[config.mk]
export PLATFORM = sky130hd
export DESIGN_NAME = lock_sequencer
export DESIGN_NICKNAME = d
export VERILOG_FILES = /design/src/rtl/lock_pkg.sv /design/src/rtl/lock_timer.sv /design/src/rtl/lock_sequencer.sv
export SDC_FILE = /design/constraint.sdc
export NUM_CORES = 1
export LEC_CHECK = 0
export ABC_AREA = 1
export CAP_MARGIN = 15
export CORE_MARGIN = 2
export CORE_UTILIZATION = 30
export CTS_BUF_LIST = sky130_fd_sc_hd__clkbuf_4 sky130_fd_sc_hd__clkbuf_8 sky130_fd_sc_hd__clkbuf_16
export CTS_CLUSTER_SIZE = 30
export DETAILED_ROUTE_END_ITERATION = 7
export GPL_ROUTABILITY_DRIVEN = 0
export PLACE_DENSITY = 0.53
export RECOVER_POWER = 25
export SKIP_CTS_REPAIR_TIMING = 1
export SLEW_MARGIN = 30
export SYNTH_ARGS = -nofsm -noshare
export SYNTH_HDL_FRONTEND = slang
export SYNTH_SLANG_ARGS = --single-unit
[constraint.sdc]
create_clock -name clk -period 2.1 [get_ports clk]
set_input_delay 0.315 -clock clk [delete_from_list [all_inputs] [get_ports clk]]
set_output_delay 0.315 -clock clk [all_outputs]
set_load 0.01 [all_outputs]
[src/rtl/lock_pkg.sv]
// lock_pkg: shared types and constants for the lock sequencer.
//   lock_state_t   - FSM state enum (CHECKING is internal, reported as editing)
//   SO_*           - 2-bit state_out encodings
//   LED_*          - LED patterns per state
//   DEF_*          - default timing / policy constants
//   so_code/led_code - map an FSM state to its externally visible encodings
package lock_pkg;

  typedef enum logic [2:0] {
    ST_WAITING  = 3'd0,
    ST_EDITING  = 3'd1,
    ST_CHECKING = 3'd2,
    ST_UNLOCKED = 3'd3,
    ST_ALARMING = 3'd4
  } lock_state_t;

  localparam logic [1:0] SO_WAITING  = 2'b00;
  localparam logic [1:0] SO_EDITING  = 2'b01;
  localparam logic [1:0] SO_UNLOCKED = 2'b10;
  localparam logic [1:0] SO_ALARMING = 2'b11;

  localparam logic [3:0] LED_WAITING = 4'b0001;
  localparam logic [3:0] LED_EDITING = 4'b0011;
  localparam logic [3:0] LED_ON      = 4'b1111;
  localparam logic [3:0] LED_OFF     = 4'b0000;

  localparam int DEF_TICKS_PER_SEC    = 50_000_000;
  localparam int DEF_EDIT_TIMEOUT_S   = 10;
  localparam int DEF_UNLOCK_TIMEOUT_S = 20;
  localparam int DEF_MAX_ERRORS       = 3;

  function automatic logic [1:0] so_code(input lock_state_t s);
    case (s)
      ST_WAITING:               so_code = SO_WAITING;
      ST_EDITING, ST_CHECKING:  so_code = SO_EDITING;
      ST_UNLOCKED:              so_code = SO_UNLOCKED;
      default:                  so_code = SO_ALARMING;
    endcase
  endfunction

  // Alarm blinking is handled by the caller; this gives the steady pattern.
  function automatic logic [3:0] led_code(input lock_state_t s);
    case (s)
      ST_WAITING:               led_code = LED_WAITING;
      ST_EDITING, ST_CHECKING:  led_code = LED_EDITING;
      default:                  led_code = LED_ON;
    endcase
  endfunction

endpackage

[src/rtl/lock_timer.sv]
// lock_timer: loadable down-counter that flags expiry exactly N cycles after
// a load of N.
//   clk, reset_n - clock, asynchronous active-low reset (counter idle)
//   load         - load load_value this cycle (overrides everything)
//   load_value   - cycle count until expiry
//   freeze       - hold the count and suppress expiry
//   expire       - one-cycle pulse in the final cycle of the countdown
module lock_timer #(
  parameter int CNT_W = 8
) (
  input  logic             clk,
  input  logic             reset_n,
  input  logic             load,
  input  logic [CNT_W-1:0] load_value,
  input  logic             freeze,
  output logic             expire
);

  logic [CNT_W-1:0] cnt;

  // Zero means idle, so a count of 1 is the last cycle before the N-th edge.
  always_ff @(posedge clk or negedge reset_n) begin
    if (!reset_n) begin
      cnt <= '0;
    end else if (load) begin
      cnt <= load_value;
    end else if (!freeze && (cnt != '0)) begin
      cnt <= cnt - CNT_W'(1);
    end
  end

  assign expire = (cnt == CNT_W'(1)) && !freeze;

endmodule

[src/rtl/lock_sequencer.sv]
// lock_sequencer: control FSM for a code lock.
//   clk, reset_n           - clock, asynchronous active-low reset
//   edit_sw                - level switch, rising edge starts code entry
//   activity               - pulse on digit load/delete (restarts edit timeout)
//   ok_btn                 - confirm pulse
//   admin_clr              - administrator clear pulse
//   check_ack, check_match - comparator handshake (match valid with ack)
//   check_req              - compare request, held until acknowledged
//   entry_en               - digit entry permitted
//   entry_clr              - one-cycle clear of the digit register
//   state_out              - 00 waiting, 01 editing, 10 unlocked, 11 alarming
//   err_count              - wrong-attempt count, saturating
//   leds                   - state indication, blinking while alarming
module lock_sequencer
  import lock_pkg::*;
#(
  parameter int TICKS_PER_SEC    = DEF_TICKS_PER_SEC,
  parameter int EDIT_TIMEOUT_S   = DEF_EDIT_TIMEOUT_S,
  parameter int UNLOCK_TIMEOUT_S = DEF_UNLOCK_TIMEOUT_S,
  parameter int MAX_ERRORS       = DEF_MAX_ERRORS
) (
  input  logic       clk,
  input  logic       reset_n,
  input  logic       edit_sw,
  input  logic       activity,
  input  logic       ok_btn,
  input  logic       admin_clr,
  input  logic       check_ack,
  input  logic       check_match,
  output logic       check_req,
  output logic       entry_en,
  output logic       entry_clr,
  output logic [1:0] state_out,
  output logic [1:0] err_count,
  output logic [3:0] leds
);

  localparam longint EDIT_N   = longint'(EDIT_TIMEOUT_S) * longint'(TICKS_PER_SEC);
  localparam longint UNLOCK_N = longint'(UNLOCK_TIMEOUT_S) * longint'(TICKS_PER_SEC);
  localparam longint MAX_N    = (EDIT_N > UNLOCK_N) ? EDIT_N : UNLOCK_N;
  localparam int     TMR_W    = (MAX_N > 1) ? $clog2(MAX_N + 1) : 1;

  localparam logic [TMR_W-1:0] EDIT_LD   = TMR_W'(EDIT_N);
  localparam logic [TMR_W-1:0] UNLOCK_LD = TMR_W'(UNLOCK_N);

  // err_count is 2 bits wide, so the alarm threshold is clamped to 1..3.
  localparam int         MAX_C = (MAX_ERRORS > 3) ? 3 : ((MAX_ERRORS < 1) ? 1 : MAX_ERRORS);
  localparam logic [1:0] MAX_E = 2'(MAX_C);

  localparam int HALF  = (TICKS_PER_SEC / 2 < 1) ? 1 : TICKS_PER_SEC / 2;
  localparam int BLK_W = (HALF > 1) ? $clog2(HALF) : 1;

  lock_state_t      state;
  lock_state_t      nxt_state;
  logic [1:0]       nxt_err;
  logic [1:0]       err_inc;
  logic             clr_nxt;
  logic             edit_q;
  logic             edit_rise;
  logic             tmr_load;
  logic [TMR_W-1:0] tmr_val;
  logic             tmr_expire;
  logic [BLK_W-1:0] blink_cnt;

  // edit_q resets to 0, so a switch held high through reset counts as a rise.
  assign edit_rise = edit_sw & ~edit_q;

  lock_timer #(
    .CNT_W (TMR_W)
  ) u_timer (
    .clk        (clk),
    .reset_n    (reset_n),
    .load       (tmr_load),
    .load_value (tmr_val),
    .freeze     (state == ST_CHECKING),
    .expire     (tmr_expire)
  );

  assign err_inc = (err_count >= MAX_E) ? MAX_E : err_count + 2'd1;

  always_comb begin
    nxt_state = state;
    nxt_err   = err_count;
    clr_nxt   = 1'b0;
    tmr_load  = 1'b0;
    tmr_val   = EDIT_LD;
    case (state)
      ST_WAITING: begin
        if (edit_rise) begin
          nxt_state = ST_EDITING;
          clr_nxt   = 1'b1;
          tmr_load  = 1'b1;
        end
      end
      ST_EDITING: begin
        // ok_btn takes priority over both expiry and activity.
        if (ok_btn) begin
          nxt_state = ST_CHECKING;
        end else if (tmr_expire) begin
          nxt_state = ST_WAITING;
          clr_nxt   = 1'b1;
        end else if (activity) begin
          tmr_load = 1'b1;
        end
      end
      ST_CHECKING: begin
        if (check_ack) begin
          if (check_match) begin
            nxt_state = ST_UNLOCKED;
            nxt_err   = 2'd0;
            clr_nxt   = 1'b1;
            tmr_load  = 1'b1;
            tmr_val   = UNLOCK_LD;
          end else begin
            nxt_err = err_inc;
            if (err_inc == MAX_E) begin
              nxt_state = ST_ALARMING;
            end else begin
              nxt_state = ST_EDITING;
              clr_nxt   = 1'b1;
              tmr_load  = 1'b1;
            end
          end
        end
      end
      ST_UNLOCKED: begin
        if (ok_btn || tmr_expire) begin
          nxt_state = ST_WAITING;
        end
      end
      ST_ALARMING: begin
        if (admin_clr) begin
          nxt_state = ST_WAITING;
        end
      end
      default: begin
        nxt_state = ST_WAITING;
      end
    endcase
    if (admin_clr) begin
      nxt_err = 2'd0;
    end
  end

  // All outputs are registered from the next state so they line up with it.
  always_ff @(posedge clk or negedge reset_n) begin
    if (!reset_n) begin
      state     <= ST_WAITING;
      edit_q    <= 1'b0;
      err_count <= 2'd0;
      entry_clr <= 1'b0;
      entry_en  <= 1'b0;
      check_req <= 1'b0;
      state_out <= SO_WAITING;
      leds      <= LED_WAITING;
      blink_cnt <= '0;
    end else begin
      state     <= nxt_state;
      edit_q    <= edit_sw;
      err_count <= nxt_err;
      entry_clr <= clr_nxt;
      entry_en  <= (nxt_state == ST_EDITING);
      check_req <= (nxt_state == ST_CHECKING);
      state_out <= so_code(nxt_state);
      if (nxt_state == ST_ALARMING) begin
        if (state != ST_ALARMING) begin
          leds      <= LED_ON;
          blink_cnt <= '0;
        end else if (blink_cnt == BLK_W'(HALF - 1)) begin
          leds      <= ~leds;
          blink_cnt <= '0;
        end else begin
          blink_cnt <= blink_cnt + BLK_W'(1);
        end
      end else begin
        leds      <= led_code(nxt_state);
        blink_cnt <= '0;
      end
    end
  end

endmodule

==> metrics.md, run 1 <==
| Metric | Value |
|---|---|
| Relative slew slack | `23.2%` |
| Final period util | `93.0%` |
| CTS tree | `built` |
| CTS H-tree depth | `3` |
| Hpwl dp | `7270 um` |
| Residual DRC | `0` |
| Starting Density | `31.0%` |
| Status | `finished clean` |
| Inst Count DP | `758` |
| Die span in y | `121 um` |
| Die Wd | `121 um` |
| # setup viols final | `0` |
| Post-Layout Cell Count | `774` |
| Worst-path maximum fanout | `5` |
| Distinct cells, synth | `35` |
| CP required | `2.32 ns` |
| Post-Syn Nets | `563` |
| Core area | `13300 um^2` |
| Num CTS Buffers | `9` |
| FILL cells | `1411` |
| Tightest Pin Transition | `1.15 ns` |
| CP Launch Type | `flop` |
| Synthesis-to-layout area growth | `20.3%` |
| Die ar. | `14700 um^2` |
| ANT nets after route | `0` |
| Via Count | `3586` |
| Sequential power share | `33.0%` |
| Clock power frac | `27.2%` |
| Fmax | `512 MHz` |
| Fin area | `4970 um^2` |
| Drt wl/cell | `12.8 um` |
| Clock latency on the worst-skew pair | `0.34 ns` |
| CP Class | `flop to flop` |
| Final core utilization | `37.3%` |
| IO Port Bufs | `18` |
| Sw frac | `38.5%` |
| Vias in the first global route | `3591` |
| CP arrival | `2.17 ns` |
| Yosys Warn Count | `0` |
| Fin Setup TNS | `0 ns` |
| Nets@finish | `605` |
| Register area share after synthesis | `42.4%` |
| TritonCTS Sinks | `70` |
| PwrDens | `1160 nW/um^2` |
| Leak | `2.25 nW` |
| Worst Clk Skew | `0.00457 ns` |
| Initial antenna violation count | `0` |
| Final wirelength | `9900 um` |
| Global-route usage over all layers | `14.8%` |
| Final Critical Period | `1.95 ns` |
| Main area contributors after synthesis | `dfrtp_1 (42%), nand2_1 (13%), nor2_1 (8.7%)` |
| Int Power | `0.00354 W` |
| Synth Cell Area | `4140 um^2` |
| First-pass GRT wire length | `17200 um` |
| #FFs+latches synth | `70` |
| R2R depth | `10` |
| Num rows | `42` |
| CTS Buffer Depth | `2` |
| Syn_area_per_cell | `7.50 um^2` |
| Synth area leader | `dfrtp_1` |
| Placed Instance Area | `4660 um^2` |
| Antenna diodes | `0` |
| RSZ-0062 raised after global routing | `false` |
| Synth top area share | `41.8%` |
| Final slew viol count | `0` |
| Max Cap Viol | `0` |
| Combinational power share | `39.8%` |
| I/O Pins | `19` |
| Worst Hold Class | `input port to async pin` |
| Final Hold Viols | `0` |
| Cells after synthesis | `551` |
| Pin count of the biggest net entering global routing | `45` |
| First-pass detailed-route iteration total | `4` |
| Root Driver | `clkbuf_16` |
| Crit. End Element | `flop` |
| DRT iter0 DRCs | `174` |
| Max IR drop VDD | `607 uV` |
| Worst-path clk slew | `0.06 ns` |
| Sw Pwr | `0.00222 W` |
| Drt via density | `4.63` |
| Total gr overflow | `0` |
| Fraction of layout cells with a size suffix above 1 | `10.9%` |
-- worst paths after layout --
kind | from | to | slack, ns
worst max-delay path | u_timer.cnt[0] | u_timer.cnt[23] | 0.15
worst min-delay path | reset_n | u_timer.cnt[6] | 0.20
worst max register to register | u_timer.cnt[0] | u_timer.cnt[23] | 0.15
worst min register to register | blink_cnt[0] | blink_cnt[0] | 0.46
max in group asynchronous | reset_n | blink_cnt[2] | 1.18
min in group clk | edit_sw | edit_q | 0.45
-- layer usage --
metal / global-route usage (%) / part of all wire [%]
met1: 18.9 / 48
met2: 24.0 / 47
met5: 0 / 0
met4: 5.24 / 1.2
met3: 3.95 / 4.1
-- area by class of cell --
cell class                      count  area [um^2]  area share [%]
Clock buffer                       13          262            5.26
Sequential cell                    70         1750            35.2
Tap cell                          176          220            4.43
Multi-Input combinational cell    411         2080            41.8
Inverter                           60          228            4.58
Timing Repair Buffer               41          385            7.75
Clock inverter                      3         45.0           0.906
-- cells in the final DEF, fill, tap and decap left out, drive strengths merged --
cell | synthesis | routed
o21ai | 12 | 12
buf | 10 | 23
nand2 | 154 | 154
bufinv | 0 | 1
inv | 60 | 60
a211oi | 1 | 1
clkinvlp | 0 | 2
nor3 | 19 | 19
xnor2 | 14 | 14
and3 | 1 | 1
o31ai | 6 | 6
xor2 | 22 | 22
clkdlybuf4s50 | 0 | 17
clkbuf | 0 | 14
nand3 | 44 | 44
nand4 | 14 | 14
nor4b | 1 | 1
a21oi | 10 | 10
nand3b | 2 | 2
nor3b | 4 | 4
ha | 4 | 4
nor4 | 3 | 3
nor2 | 100 | 100
dfrtp | 69 | 69
dfstp | 1 | 1
-- synthesized netlist by cell type --
master    instances
dfrtp_1          69
a21oi_4           1
nand2_2           4
nand2_4           2
nand3_1          42
ha_1              4
nor2_4            1
inv_4             1
a211oi_1          1
buf_6             5
nand3_2           1
inv_1            55
nor2_8            1
nor3_1           19
nor2_1           96
o31ai_1           1
nor4b_1           1
buf_4             1
o21ai_1           7
nand4_1          14
xnor2_1          14
nand3_4           1
o31ai_2           5
xor2_1           22
nand3b_1          2
o21ai_0           5
and3_1            1
nor3b_1           4
nand2_1         148
buf_2             4
inv_2             4
a21oi_1           9
nor4_1            3
nor2_2            2
dfstp_2           1
-- state kept, by name (all words and copies together), names as in the netlist --
signal / cells
u_timer.cnt: 30
blink_cnt: 25
leds: 4
state: 3
err_count: 2
state_out: 2
check_req: 1
edit_q: 1
entry_clr: 1
entry_en: 1
-- cells by family after synthesis --
kind of cell	synth area share [%]
simple gates	36.4
fa+ha+maj	1.21
compound gates	4.81
xor+xnor	7.62
buf+inv	7.53
flops	42.4
-- power groups by stage --
stage	combinational (W)	sequential (W)	clock (W)
finish	0.00229	0.00190	0.00157
detailed placement	0.00229	0.00191	0
global route	0.00259	0.00194	0.00167
CTS	0.00230	0.00189	0.00162
global placement	0.00228	0.00191	0
floorplan	0.00157	0.00189	0
-- through the flow --
stage          hold slack (ns)  worst slack (ns)  total power, W
2_1_floorplan           0.0194             0.344         0.00346
3_3_place_gp             0.356            0.0740         0.00419
3_5_place_dp             0.370            0.0955         0.00420
4_1_cts                0.00379            0.0765         0.00581
5_1_grt                  0.308           0.00847         0.00620
6_report                 0.197             0.146         0.00577
-- worst max-delay path, cell delays in order, from the launching register on --
cell,delay (ns)
dfrtp_1,0.39
inv_1,0.17
nand3_1,0.13
nor2_1,0.21
nand2_1,0.16
nor2_1,0.18
nand2_1,0.11
nor2_1,0.23
nand3_1,0.12
nand2_1,0.07
nand3_1,0.07
(Power assumes the default switching activity.)
==> run 2: changes to the inputs <==
SKIP_CTS_REPAIR_TIMING = not set   (was 1)
SLEW_MARGIN = 20   (was 30)
==> results of run 2 <==
Same layout as run 1: the final DEF is identical, and so are final timing and power.
==> run 3: changes to the inputs <==
CORE_ASPECT_RATIO = 0.75   (was not set)
SLEW_MARGIN = 25   (was 20)
clock period = 1.8 ns   (was 2.1 ns; I/O delays follow)
==> run 3 against run 2 <==
Effect of this change:
- the flow now finishes with violations (negative setup slack)
- sequential power increased by 15%
- die area about the same
- sequential cell count stayed put
- cell count rose by 8.1%
- wire length up 19%
- critical path depth unchanged
- clock power rose by 24%
- maximum frequency increased by 7.5%
- via count grew 11%
- sequential share of layout area fell by 5.5 points
==> metrics.md, run 3 (synthesis results as in run 1) <==
| Metric | Value |
|---|---|
| Status | `finished with violations` |
| Violated checks | `negative setup slack` |
| Via Count | `3979` |
| Final period util | `101%` |
| Core area | `13600 um^2` |
| Commonest non-fill, non-tap cell in the layout | `nand2_1` |
| Drt wl/cell | `14.1 um` |
| Hpwl dp | `8260 um` |
| First-pass detailed-route iteration total | `4` |
| Sw frac | `38.8%` |
| Most frequent cells in the layout | `nand2_1 (130), buf_4 (73), dfrtp_1 (68), nor2_1 (63), inv_1 (53)` |
| R2R setup slack | `-0.02 ns` |
| Fmax | `550 MHz` |
| Worst Clk Skew | `0.00557 ns` |
| Cell family with most CP delay | `simple AND/OR/NAND/NOR gates` |
| Die span in y | `106 um` |
| DRT iter0 DRCs | `304` |
| Pre-CTS WS | `-0.0976 ns` |
| Die ar. | `14700 um^2` |
| Crit. End Element | `flop` |
| Worst Hold Class | `flop to flop` |
| RSZ-0062 raised after global routing | `true` |
| Final wirelength | `11800 um` |
| Relative slew slack | `44.1%` |
| Final core utilization | `43.3%` |
| Min-Delay Path Depth | `2` |
| Final Hold Viols | `0` |
| Antenna diodes | `0` |
| Reg with most FFs | `u_timer.cnt` |
| Total gr overflow | `0` |
| Hold Path Sink | `leds[0]` |
| CTS Buffer Depth | `2` |
| Leak | `2.65 nW` |
| CTS H-tree depth | `3` |
| Final Critical Period | `1.82 ns` |
| Starting Density | `30.4%` |
| Largest register FFs | `30` |
| Post-Layout Cell Count | `837` |
| R2R depth | `10` |
| Combinational power share | `48.0%` |
| I/O Pins | `19` |
| Most frequent CP cell | `nor2_2` |
| Tightest Pin Transition | `0.839 ns` |
| Worst Path Buf+Inv | `3` |
| CP required | `2.02 ns` |
| Final slew viol count | `0` |
| Worst-path clk slew | `0.06 ns` |
| Sw Pwr | `0.00309 W` |
| IO Port Bufs | `18` |
| Synthesis-to-layout area growth | `42.6%` |
| Slowest CP cell | `dfrtp_1` |
| Initial antenna violation count | `0` |
| Inst Count DP | `809` |
| CP Class | `flop to flop` |
| Root Driver | `clkbuf_16` |
| Worst reg2reg startpoint | `u_timer.cnt[16]` |
| TritonCTS Sinks | `70` |
| Sequential power share | `27.6%` |
| Clock power frac | `24.5%` |
| Worst-path maximum fanout | `8` |
| HP Start | `leds[0]` |
| First-pass GRT wire length | `18600 um` |
| Drt via density | `4.75` |
| Vias in the first global route | `3738` |
| CP arrival | `2.04 ns` |
| Nets@finish | `669` |
| Clock latency on the worst-skew pair | `0.33 ns` |
| Max Cap Viol | `0` |
| Die Wd | `140 um` |
| Max incr delay on CP | `0.38 ns` |
| # setup viols final | `4` |
| Pin count of the biggest net entering global routing | `30` |
| Residual DRC | `0` |
| Fraction of layout cells with a size suffix above 1 | `31.3%` |
| Num rows | `37` |
| Final setup margin | `-0.0167 ns` |
| Fin Setup TNS | `-0.0308 ns` |
| Global-route usage over all layers | `15.6%` |
| CP cell instances | `nor2_2 -> nand4_1 -> nor2_2 -> nand3_1 -> nand2_2 -> inv_4 -> buf_12 -> buf_8 -> nand3_2 -> o21ai_1` |
| Int Power | `0.00487 W` |
| ANT nets after route | `0` |
| CTS tree | `built` |
| PwrDens | `1350 nW/um^2` |
| Num CTS Buffers | `9` |
| Reg-to-reg endpoint | `u_timer.cnt[7]` |
| Biggest regs | `u_timer.cnt (30), blink_cnt (25), leds (4)` |
| Max IR drop VDD | `666 uV` |
| CP Launch Type | `flop` |
[run 3: cell types whose count changed in the layout (fill, tap and decap cells not counted), moves of 15 or more]
| cell | previous run | this run |
|---|---|---|
| buf_4 | 20 | 73 |
| nor2_1 | 96 | 63 |
| nor2_2 | 2 | 28 |
| nand2_1 | 148 | 130 |
| nand2_2 | 3 | 18 |
[run 3: metrics by stage]
| step | total power (W) | hold slack, ns | instance area [um^2] |
|---|---|---|---|
| CTS | 0.00753 | 0.421 | 5440 |
| global placement | 0.00544 | 0.241 | 5060 |
| global route | 0.00850 | 0.537 | 5900 |
| finish | 0.00796 | 0.512 | 5900 |
| detailed placement | 0.00547 | 0.243 | 5060 |
| floorplan | 0.00404 | -0.0256 | 4140 |
[run 3: what timing repair did]
item	4_1_cts	5_1_grt
resized for setup	14	95
gates cloned	0	3
pin swaps	2	20
setup endpoints to repair	56	61
hold buffers	1	0
endpoints found under the hold margin	26	0
buffers inserted	1	7
[run 3: power groups by stage]
stage / sequential [W] / combinational, W / clock [W]
after CTS: 0.00217 / 0.00337 / 0.00199
after global placement: 0.00217 / 0.00327 / 0
after global routing: 0.00224 / 0.00420 / 0.00206
after floorplan: 0.00221 / 0.00183 / 0
final: 0.00219 / 0.00382 / 0.00195
after detailed placement: 0.00218 / 0.00330 / 0
[run 3: layout make-up]
type / instances / area [um^2]
clock inverter: 7 / 97.6
inverter: 60 / 240
multi-input combinational: 411 / 2390
tap: 175 / 219
clock buffer: 9 / 225
fill: 1361 / 7710
sequential: 70 / 1750
timing repair buffer: 105 / 966
[run 3: worst max-delay path by stage]
| stage | start | end | depth (start not counted) |
|---|---|---|---|
| detailed placement | u_timer.cnt[3] | u_timer.cnt[23] | 10 |
| floorplan | u_timer.cnt[0] | u_timer.cnt[28] | 9 |
| CTS | u_timer.cnt[18] | u_timer.cnt[8] | 10 |
| finish | u_timer.cnt[16] | u_timer.cnt[7] | 10 |
| global route | u_timer.cnt[23] | u_timer.cnt[23] | 11 |
| global placement | u_timer.cnt[22] | u_timer.cnt[15] | 11 |
[run 3: metal layers]
metal	vias to the layer above	routed length, um	track usage, %
met5	-	0	0
met4	0	124	4.14
met3	10	575	3.04
met2	111	5040	23.3
met1	1893	6030	23.1
li1	1965	-	-
[run 3: worst reg2reg max path, cell delays in order (launching register included)]
cell	delay (ns)
dfrtp_1	0.38
nor2_2	0.14
nand4_1	0.18
nor2_2	0.24
nand3_1	0.12
nand2_2	0.14
inv_4	0.07
buf_12	0.15
buf_8	0.14
nand3_2	0.07
o21ai_1	0.06
